--- src/rtl/mem_load_debug_ctrl_pkg.sv ---
// mld_pkg: opcodes, FSM states and default widths for mem_load_debug_ctrl.
// RD_CNT legality depends on MLD_CYCLE_CNT_EN.
package mld_pkg;
    typedef enum logic [2:0] {
        OP_NOP, OP_LOAD_I, OP_LOAD_D, OP_RUN, OP_HALT, OP_STEP, OP_READ, OP_RD_CNT
    } mld_op_e;

    typedef enum logic [2:0] {
        S_LOAD, S_RST, S_RUN, S_HALT, S_STEP, S_READ, S_RSP
    } mld_state_e;

    localparam int ADDR_W_DEF = 9;
    localparam int DATA_W_DEF = 32;
    localparam int LANES_DEF  = 2;
    localparam int SEL_W_DEF  = 5;
    localparam int CNT_W_DEF  = 16;

    // Busy states never see a command, so only the idle states matter here.
    function automatic logic op_legal(input mld_op_e op, input mld_state_e st);
        case (op)
            OP_HALT:           return st == S_RUN;
            OP_STEP, OP_READ:  return st == S_HALT;
`ifdef MLD_CYCLE_CNT_EN
            OP_RD_CNT:         return st == S_HALT;
`else
            OP_RD_CNT:         return 1'b0;
`endif
            default:           return 1'b1;
        endcase
    endfunction
endpackage

--- src/rtl/mem_load_debug_ctrl_if.sv ---
// mem_load_debug_ctrl_if: host command and response channels.
interface mem_load_debug_ctrl_if #(
    parameter int ADDR_W = 9,
    parameter int DATA_W = 32,
    parameter int LANES  = 2,
    parameter int CNT_W  = 16
);
    import mld_pkg::*;
    logic                    cmd_valid;
    logic                    cmd_ready;
    mld_op_e                 cmd_op;
    logic [ADDR_W-1:0]       cmd_addr;
    logic [LANES*DATA_W-1:0] cmd_data;
    logic [CNT_W-1:0]        cmd_count;
    logic                    rsp_valid;
    logic                    rsp_ready;
    logic [DATA_W-1:0]       rsp_data;

    modport master (
        output cmd_valid, cmd_op, cmd_addr, cmd_data, cmd_count, rsp_ready,
        input  cmd_ready, rsp_valid, rsp_data
    );
    modport slave (
        input  cmd_valid, cmd_op, cmd_addr, cmd_data, cmd_count, rsp_ready,
        output cmd_ready, rsp_valid, rsp_data
    );
endinterface

--- src/rtl/mem_load_debug_ctrl_timer.sv ---
// mld_down_timer: loadable down-counter; done_o marks the last cycle of a loaded interval.
module mld_down_timer #(
    parameter int CNT_W = 16
) (
    input  logic             clk,
    input  logic             reset_n,
    input  logic             load_i,
    input  logic [CNT_W-1:0] val_i,
    output logic             done_o
);
    logic [CNT_W-1:0] cnt_q;

    always_ff @(posedge clk or negedge reset_n) begin
        if (!reset_n) cnt_q <= '0;
        else if (load_i) cnt_q <= val_i;
        else if (cnt_q != '0) cnt_q <= cnt_q - 1'b1;
    end

    assign done_o = cnt_q == CNT_W'(1);
endmodule

--- src/rtl/mem_load_debug_ctrl.sv ---
// mem_load_debug_ctrl: host load/run/step/debug-read controller for the riscv core.
// Define MLD_CYCLE_CNT_EN to add the run-cycle counter readable with RD_CNT.
module mem_load_debug_ctrl
    import mld_pkg::*;
#(
    parameter int ADDR_W   = ADDR_W_DEF,
    parameter int DATA_W   = DATA_W_DEF,
    parameter int LANES    = LANES_DEF,
    parameter int SEL_W    = SEL_W_DEF,
    parameter int CNT_W    = CNT_W_DEF,
    parameter int RST_CYC  = 2,
    parameter int READ_LAT = 1
) (
    input  logic                    clk,
    input  logic                    reset_n,
    mem_load_debug_ctrl_if.slave    bus,
    output logic                    err,
    output logic                    core_reset,
    output logic                    core_load_en,
    output logic                    core_halt,
    output logic                    imem_we,
    output logic                    dmem_we,
    output logic [ADDR_W-1:0]       mem_addr,
    output logic [LANES*DATA_W-1:0] mem_wdata,
    output logic [SEL_W-1:0]        dbg_sel,
    input  logic [DATA_W-1:0]       dbg_data
);
    mld_state_e       state_q;
    logic             acc, legal, ld, done;
    logic [CNT_W-1:0] ld_val;
    logic [DATA_W-1:0] cap;

    assign acc   = bus.cmd_valid && bus.cmd_ready;
    assign legal = op_legal(bus.cmd_op, state_q);
    // One timer serves the reset hold, the step window and the read latency.
    assign ld    = acc && legal && (bus.cmd_op == OP_RUN ? state_q == S_LOAD
                                    : bus.cmd_op inside {OP_STEP, OP_READ, OP_RD_CNT});
    assign ld_val = bus.cmd_op == OP_RUN  ? CNT_W'(RST_CYC)
                  : bus.cmd_op == OP_STEP ? (bus.cmd_count == '0 ? CNT_W'(1) : bus.cmd_count)
                  : CNT_W'(READ_LAT + 1);

    mld_down_timer #(.CNT_W(CNT_W)) u_tmr (
        .clk    (clk),
        .reset_n(reset_n),
        .load_i (ld),
        .val_i  (ld_val),
        .done_o (done)
    );

`ifdef MLD_CYCLE_CNT_EN
    logic [31:0] cyc_q;
    logic        rd_cnt_q;

    always_ff @(posedge clk or negedge reset_n) begin
        if (!reset_n) begin
            cyc_q    <= '0;
            rd_cnt_q <= 1'b0;
        end else begin
            cyc_q <= state_q == S_LOAD ? '0 : (!core_reset && !core_halt) ? cyc_q + 32'd1 : cyc_q;
            if (ld) rd_cnt_q <= bus.cmd_op == OP_RD_CNT;
        end
    end

    assign cap = rd_cnt_q ? DATA_W'(cyc_q) : dbg_data;
`else
    assign cap = dbg_data;
`endif

    always_ff @(posedge clk or negedge reset_n) begin
        if (!reset_n) begin
            state_q       <= S_LOAD;
            core_reset    <= 1'b1;
            core_load_en  <= 1'b1;
            core_halt     <= 1'b1;
            bus.cmd_ready <= 1'b1;
            bus.rsp_valid <= 1'b0;
            bus.rsp_data  <= '0;
            err           <= 1'b0;
            imem_we       <= 1'b0;
            dmem_we       <= 1'b0;
            mem_addr      <= '0;
            mem_wdata     <= '0;
            dbg_sel       <= '0;
        end else begin
            imem_we <= 1'b0;
            dmem_we <= 1'b0;
            if (acc && !legal) err <= 1'b1;
            case (state_q)
                S_LOAD, S_RUN, S_HALT: if (acc && legal) begin
                    case (bus.cmd_op)
                        OP_LOAD_I, OP_LOAD_D: begin
                            state_q      <= S_LOAD;
                            core_reset   <= 1'b1;
                            core_load_en <= 1'b1;
                            core_halt    <= 1'b1;
                            imem_we      <= bus.cmd_op == OP_LOAD_I;
                            dmem_we      <= bus.cmd_op == OP_LOAD_D;
                            mem_addr     <= bus.cmd_addr;
                            mem_wdata    <= bus.cmd_data;
                        end
                        OP_RUN: begin
                            if (state_q == S_LOAD) begin
                                state_q       <= S_RST;
                                core_load_en  <= 1'b0;
                                bus.cmd_ready <= 1'b0;
                            end else begin
                                state_q   <= S_RUN;
                                core_halt <= 1'b0;
                            end
                        end
                        OP_HALT: begin
                            state_q   <= S_HALT;
                            core_halt <= 1'b1;
                        end
                        OP_STEP: begin
                            state_q       <= S_STEP;
                            core_halt     <= 1'b0;
                            bus.cmd_ready <= 1'b0;
                        end
                        OP_READ, OP_RD_CNT: begin
                            state_q       <= S_READ;
                            dbg_sel       <= bus.cmd_addr[SEL_W-1:0];
                            bus.cmd_ready <= 1'b0;
                        end
                        default: ;
                    endcase
                end
                S_RST: if (done) begin
                    state_q       <= S_RUN;
                    core_reset    <= 1'b0;
                    core_halt     <= 1'b0;
                    bus.cmd_ready <= 1'b1;
                end
                S_STEP: if (done) begin
                    state_q       <= S_HALT;
                    core_halt     <= 1'b1;
                    bus.cmd_ready <= 1'b1;
                end
                S_READ: if (done) begin
                    state_q       <= S_RSP;
                    bus.rsp_valid <= 1'b1;
                    bus.rsp_data  <= cap;
                end
                S_RSP: if (bus.rsp_ready) begin
                    state_q       <= S_HALT;
                    bus.rsp_valid <= 1'b0;
                    bus.cmd_ready <= 1'b1;
                end
                default: state_q <= S_LOAD;
            endcase
        end
    end
endmodule
--- src/flat_wrapper.sv ---
// flat-port wrapper written by rule: the top's interface ports become plain ports
module mem_load_debug_ctrl_flat import mld_pkg::*;
#(
    parameter int ADDR_W   = ADDR_W_DEF,
    parameter int DATA_W   = DATA_W_DEF,
    parameter int LANES    = LANES_DEF,
    parameter int SEL_W    = SEL_W_DEF,
    parameter int CNT_W    = CNT_W_DEF,
    parameter int RST_CYC  = 2,
    parameter int READ_LAT = 1
)
  (clk, reset_n, err, core_reset, core_load_en, core_halt, imem_we, dmem_we, mem_addr, mem_wdata, dbg_sel, dbg_data, bus_cmd_valid, bus_cmd_op, bus_cmd_addr, bus_cmd_data, bus_cmd_count, bus_rsp_ready, bus_cmd_ready, bus_rsp_valid, bus_rsp_data);
  mem_load_debug_ctrl_if #(.ADDR_W(ADDR_W), .DATA_W(DATA_W), .LANES(LANES), .CNT_W(CNT_W)) bus_i ();
  input  logic clk;
  input  logic reset_n;
  output logic err;
  output logic core_reset;
  output logic core_load_en;
  output logic core_halt;
  output logic imem_we;
  output logic dmem_we;
  output logic [ADDR_W-1:0] mem_addr;
  output logic [LANES*DATA_W-1:0] mem_wdata;
  output logic [SEL_W-1:0] dbg_sel;
  input  logic [DATA_W-1:0] dbg_data;
  input wire logic [$bits(bus_i.cmd_valid)-1:0] bus_cmd_valid;
  input wire logic [$bits(bus_i.cmd_op)-1:0] bus_cmd_op;
  input wire logic [$bits(bus_i.cmd_addr)-1:0] bus_cmd_addr;
  input wire logic [$bits(bus_i.cmd_data)-1:0] bus_cmd_data;
  input wire logic [$bits(bus_i.cmd_count)-1:0] bus_cmd_count;
  input wire logic [$bits(bus_i.rsp_ready)-1:0] bus_rsp_ready;
  output wire logic [$bits(bus_i.cmd_ready)-1:0] bus_cmd_ready;
  output wire logic [$bits(bus_i.rsp_valid)-1:0] bus_rsp_valid;
  output wire logic [$bits(bus_i.rsp_data)-1:0] bus_rsp_data;
  assign bus_i.cmd_valid = bus_cmd_valid;
  assign bus_i.cmd_op = bus_cmd_op;
  assign bus_i.cmd_addr = bus_cmd_addr;
  assign bus_i.cmd_data = bus_cmd_data;
  assign bus_i.cmd_count = bus_cmd_count;
  assign bus_i.rsp_ready = bus_rsp_ready;
  assign bus_cmd_ready = bus_i.cmd_ready;
  assign bus_rsp_valid = bus_i.rsp_valid;
  assign bus_rsp_data = bus_i.rsp_data;
  mem_load_debug_ctrl #(.ADDR_W(ADDR_W), .DATA_W(DATA_W), .LANES(LANES), .SEL_W(SEL_W), .CNT_W(CNT_W), .RST_CYC(RST_CYC), .READ_LAT(READ_LAT)) u_core (.clk(clk), .reset_n(reset_n), .bus(bus_i), .err(err), .core_reset(core_reset), .core_load_en(core_load_en), .core_halt(core_halt), .imem_we(imem_we), .dmem_we(dmem_we), .mem_addr(mem_addr), .mem_wdata(mem_wdata), .dbg_sel(dbg_sel), .dbg_data(dbg_data));
endmodule
--- config.mk ---
export PLATFORM = sky130hd
export DESIGN_NAME = mem_load_debug_ctrl_flat
export DESIGN_NICKNAME = d
export VERILOG_FILES = /design/src/rtl/mem_load_debug_ctrl_pkg.sv /design/src/rtl/mem_load_debug_ctrl_if.sv /design/src/rtl/mem_load_debug_ctrl_timer.sv /design/src/rtl/mem_load_debug_ctrl.sv /design/src/flat_wrapper.sv
export SDC_FILE = /design/constraint.sdc
export NUM_CORES = 1
export LEC_CHECK = 0
export CAP_MARGIN = 30
export CELL_PAD_IN_SITES_DETAIL_PLACEMENT = 0
export CELL_PAD_IN_SITES_GLOBAL_PLACEMENT = 1
export CORE_MARGIN = 2
export CORE_UTILIZATION = 37
export CTS_BUF_LIST = sky130_fd_sc_hd__clkbuf_8
export DETAILED_ROUTE_END_ITERATION = 6
export PLACE_DENSITY_LB_ADDON = 0.3
export SLEW_MARGIN = 10
export SYNTH_ARGS = -nofsm -noshare
export SYNTH_HDL_FRONTEND = slang
export SYNTH_SLANG_ARGS = --single-unit
--- constraint.sdc ---
create_clock -name clk -period 3 [get_ports clk]
set_clock_uncertainty 0.05 [all_clocks]
set_input_delay 0.3 -clock clk [delete_from_list [all_inputs] [get_ports clk]]
set_output_delay 0.3 -clock clk [all_outputs]
set_load 0.03 [all_outputs]
==> impl_metrics.ini <==
[status]
outcome = finished, final reports clean

[timing]
timing_max_transition_violations_final = 0
tightest_slew_ns = 0.7390
max_freq_ghz = 0.4227
final_layout_setup_total_negative_slack_ns = 0
final-setup-viol-count = 0
finalCritPeriodShare = 0.7886
final_hold_slack_ns = 0.4041
number_of_hold_violations_in_the_final_report = 0
final_period_minus_worst_setup_slack_ns = 2.366
relSlewSlack = 0.5063
rsz_0062_raised_after_global_routing = no

[yosys]
ys_types = 61
async_flop_share = 1.000
count_of_flip_flops_with_a_built_in_enable_after_synthesis = 0
syn-num-nets = 579
yosys_warnings = 0
dominantRegCellSynth = dfrtp_1
syn_avg_cell_area_sq_um = 13.54
yosysSeqAreaShare = 0.5659
number_of_standard_cells_after_synthesis = 448
ys_seq_elements = 137
netlist_area_sq_um = 6067

[critical_path]
critical_path_required_ns = 3.26
timing.critical_path.from_type = register
critical_path.max_fanout = 28
timing.setup.critical_path_class = register to register
cp_data_arrival_time_ns = 2.63
worst_setup_path_end_kind = register

[global_route]
largest_net_degree_at_the_start_of_global_routing = 74
global_route.overflow_total = 0
grt_pass1_vias = 4959
grt_first_pass_wirelength_um = 26860
grt_antenna_before_repair = 0
globalRouteTotalUtil = 0.1962

[pwr]
share_seq_of_total_power = 0.529
power.leakage_nw = 4.116
internal_power_mw = 2.697
p_switching_mw = 0.7921
vdd_drop_max_uv = 205.9
pwr-share-comb = 0.073
p_per_area_nw_per_um2 = 381.8
swShare = 0.2270
clock_power_share = 0.398

[floorplanning]
design.portCount = 246
floorplan_die_width_um = 132.1
die_height_um = 132.1
core_area_sq_um = 15940
die_area_sq_um = 17440
fp-row-count = 46
floorplan.initialDensity = 0.3806

[final_layout]
final_nets = 831
post-route-cell-area_sq_um = 9139
number_of_inserted_diodes = 0
layout_cells_sized_above_1 = 0.1842
syn2layout_area_growth_pct = 50.63

[route]
vias = 4616
drc_errors = 0
drt_pass1_iterations = 4
route.detailed.vias_per_inst = 4.980
avgRoutedWirePerCell_um = 17.88
wirelength_um = 16570
postRouteAntennaNets = 0
drt-initial-drc-count = 291

[place]
gp_congestion = 0.9091
place_hpwl_um = 12590
detailed_place.area_sq_um = 8767
portBuffers = 245

[clock_network]
cts.htree.levels = 4
insertion_delay_ns = 0.43
number_of_cts_inserted_buffers = 17
total_clock_sinks = 137
clock_tree_from_tritoncts = yes
maximum_count_of_clock_buffers_along_a_single_path = 2
postCtsSetupBuffers = 0
clockRootBuffer = clkbuf_8
worst_setup_hold_path_clk_slew_ns = 0.08

[min_path]
timing.hold.worst.class = input port to async pin

[run]
maxCapViolCount = 0
[synth_stat cells, types with 3 or more instances]
cell type	number	share of area
nor2b_1	7	0.0072
a22o_1	13	0.019
xnor2_1	4	0.0058
nand2_1	16	0.0099
o21ai_0	12	0.0099
nor4_1	6	0.0062
a21oi_1	6	0.0049
mux2_1	45	0.084
nor2_2	3	0.0031
nor3_1	8	0.0066
nand3_1	8	0.0066
buf_6	6	0.011
nor2_1	18	0.011
buf_2	8	0.0066
ha_1	3	0.0062
nand2b_1	9	0.0093
clkbuf_1	3	0.0019
dfstp_2	4	0.017
dfrtp_1	133	0.55
o31ai_1	3	0.0037
nand4_1	4	0.0041
xor2_1	9	0.013
mux2_2	67	0.12
buf_4	7	0.0087
[kinds of logic after synthesis]
logic type,after synthesis,synth area share
compound gates,56,0.07280
xor+xnor,13,0.01877
fa+ha+maj,3,0.006188
buf+inv,28,0.03073
flops,137,0.5659
mux,112,0.2079
simple gates,99,0.09775
[final cells by class]
class,count,area (sq um)
tap,216,270.3
clock buffer,19,261.5
sequential,137,3433
fill,1343,6804
inverter,3,11.26
timing repair buffer,258,2604
clock inverter,11,100.1
multi-input combinational,283,2459
[registers in the layout, indices dropped and copies added (netlist names)]
name                  flops
u_core.core_reset         1
u_core.mem_addr           9
u_core.bus.rsp_valid      1
u_core.err                1
u_core.imem_we            1
u_core.mem_wdata         64
u_core.dbg_sel            5
u_core.core_load_en       1
u_core.u_tmr.cnt_q       16
u_core.bus.rsp_data      32
u_core.bus.cmd_ready      1
u_core.core_halt          1
u_core.dmem_we            1
u_core.state_q            3
[worst paths after layout]
| kind | slack (ns) | endpoint | cells past startpoint | start |
|---|---|---|---|---|
| worst max-delay path | 0.63 | u_core.mem_wdata[42] | 6 | u_core.state_q[1] |
| worst min-delay path | 0.40 | u_core.err | 2 | reset_n |
| worst max register to register | 0.63 | u_core.mem_wdata[42] | 6 | u_core.state_q[1] |
| worst min register to register | 0.43 | u_core.err | 1 | u_core.err |
| max in group asynchronous | 1.74 | u_core.mem_wdata[45] | 3 | reset_n |
| min in group clk | 0.40 | u_core.bus.rsp_data[9] | 2 | dbg_data[9] |
[layer usage]
metal / up-vias / global-route usage / part of all wire
met5: - / 0 / 0
met4: 0 / 0.08394 / 0.027
met3: 31 / 0.06459 / 0.080
met2: 207 / 0.3403 / 0.51
met1: 2246 / 0.2213 / 0.38
li1: 2132 / - / -
[power by group through the flow]
stage               logic (mW)  clock network, mW  registers, mW
global route             0.276               1.52           1.84
detailed placement       0.256                  0           1.88
CTS                      0.258               1.44           1.85
global placement         0.250                  0           1.88
finish                   0.255               1.39           1.85
floorplan               0.0329                  0           1.88
[placed cells by master (no fill, tap or decap), drive strengths merged, types with 4 or more instances in the layout]
cell / Yosys / routed
nor2: 22 / 22
dfrtp: 133 / 133
clkinvlp: 0 / 5
nand4: 6 / 6
mux2: 112 / 112
nand3: 8 / 8
nor2b: 8 / 8
nor4: 8 / 8
dfstp: 4 / 4
a21oi: 6 / 6
nor3: 8 / 8
o21ai: 13 / 13
nand2b: 9 / 9
clkbuf: 3 / 19
clkdlybuf4s50: 0 / 244
xnor2: 4 / 4
nand2: 16 / 16
xor2: 9 / 9
a22o: 13 / 13
buf: 22 / 13
clkinv: 1 / 5
[worst max-delay path: stages, from the launching register on]
cell and delay, ns:
dfrtp_1 0.62, nor2b_1 0.16, nor2_2 0.25, nand2_1 0.21, a21oi_4 0.33, buf_12 0.24, mux2_2 0.36
[stage by stage]
stage / total power [mW] / instances / utilization / setup slack, ns
CTS: 3.542 / 927 / 0.5732 / 0.6289
finish: 3.489 / 927 / 0.5732 / 0.6341
global route: 3.638 / 927 / 0.5732 / 0.4870
detailed placement: 2.137 / 896 / 0.5499 / 0.3694
global placement: 2.132 / 896 / 0.5499 / 0.4423
floorplan: 1.915 / 448 / - / 1.009
[timing repair]
action                                 CTS  global route
endpoints found under the hold margin   69             0
resized for setup                        0             0
hold buffers                             1             0
(Power assumes the default switching activity.)
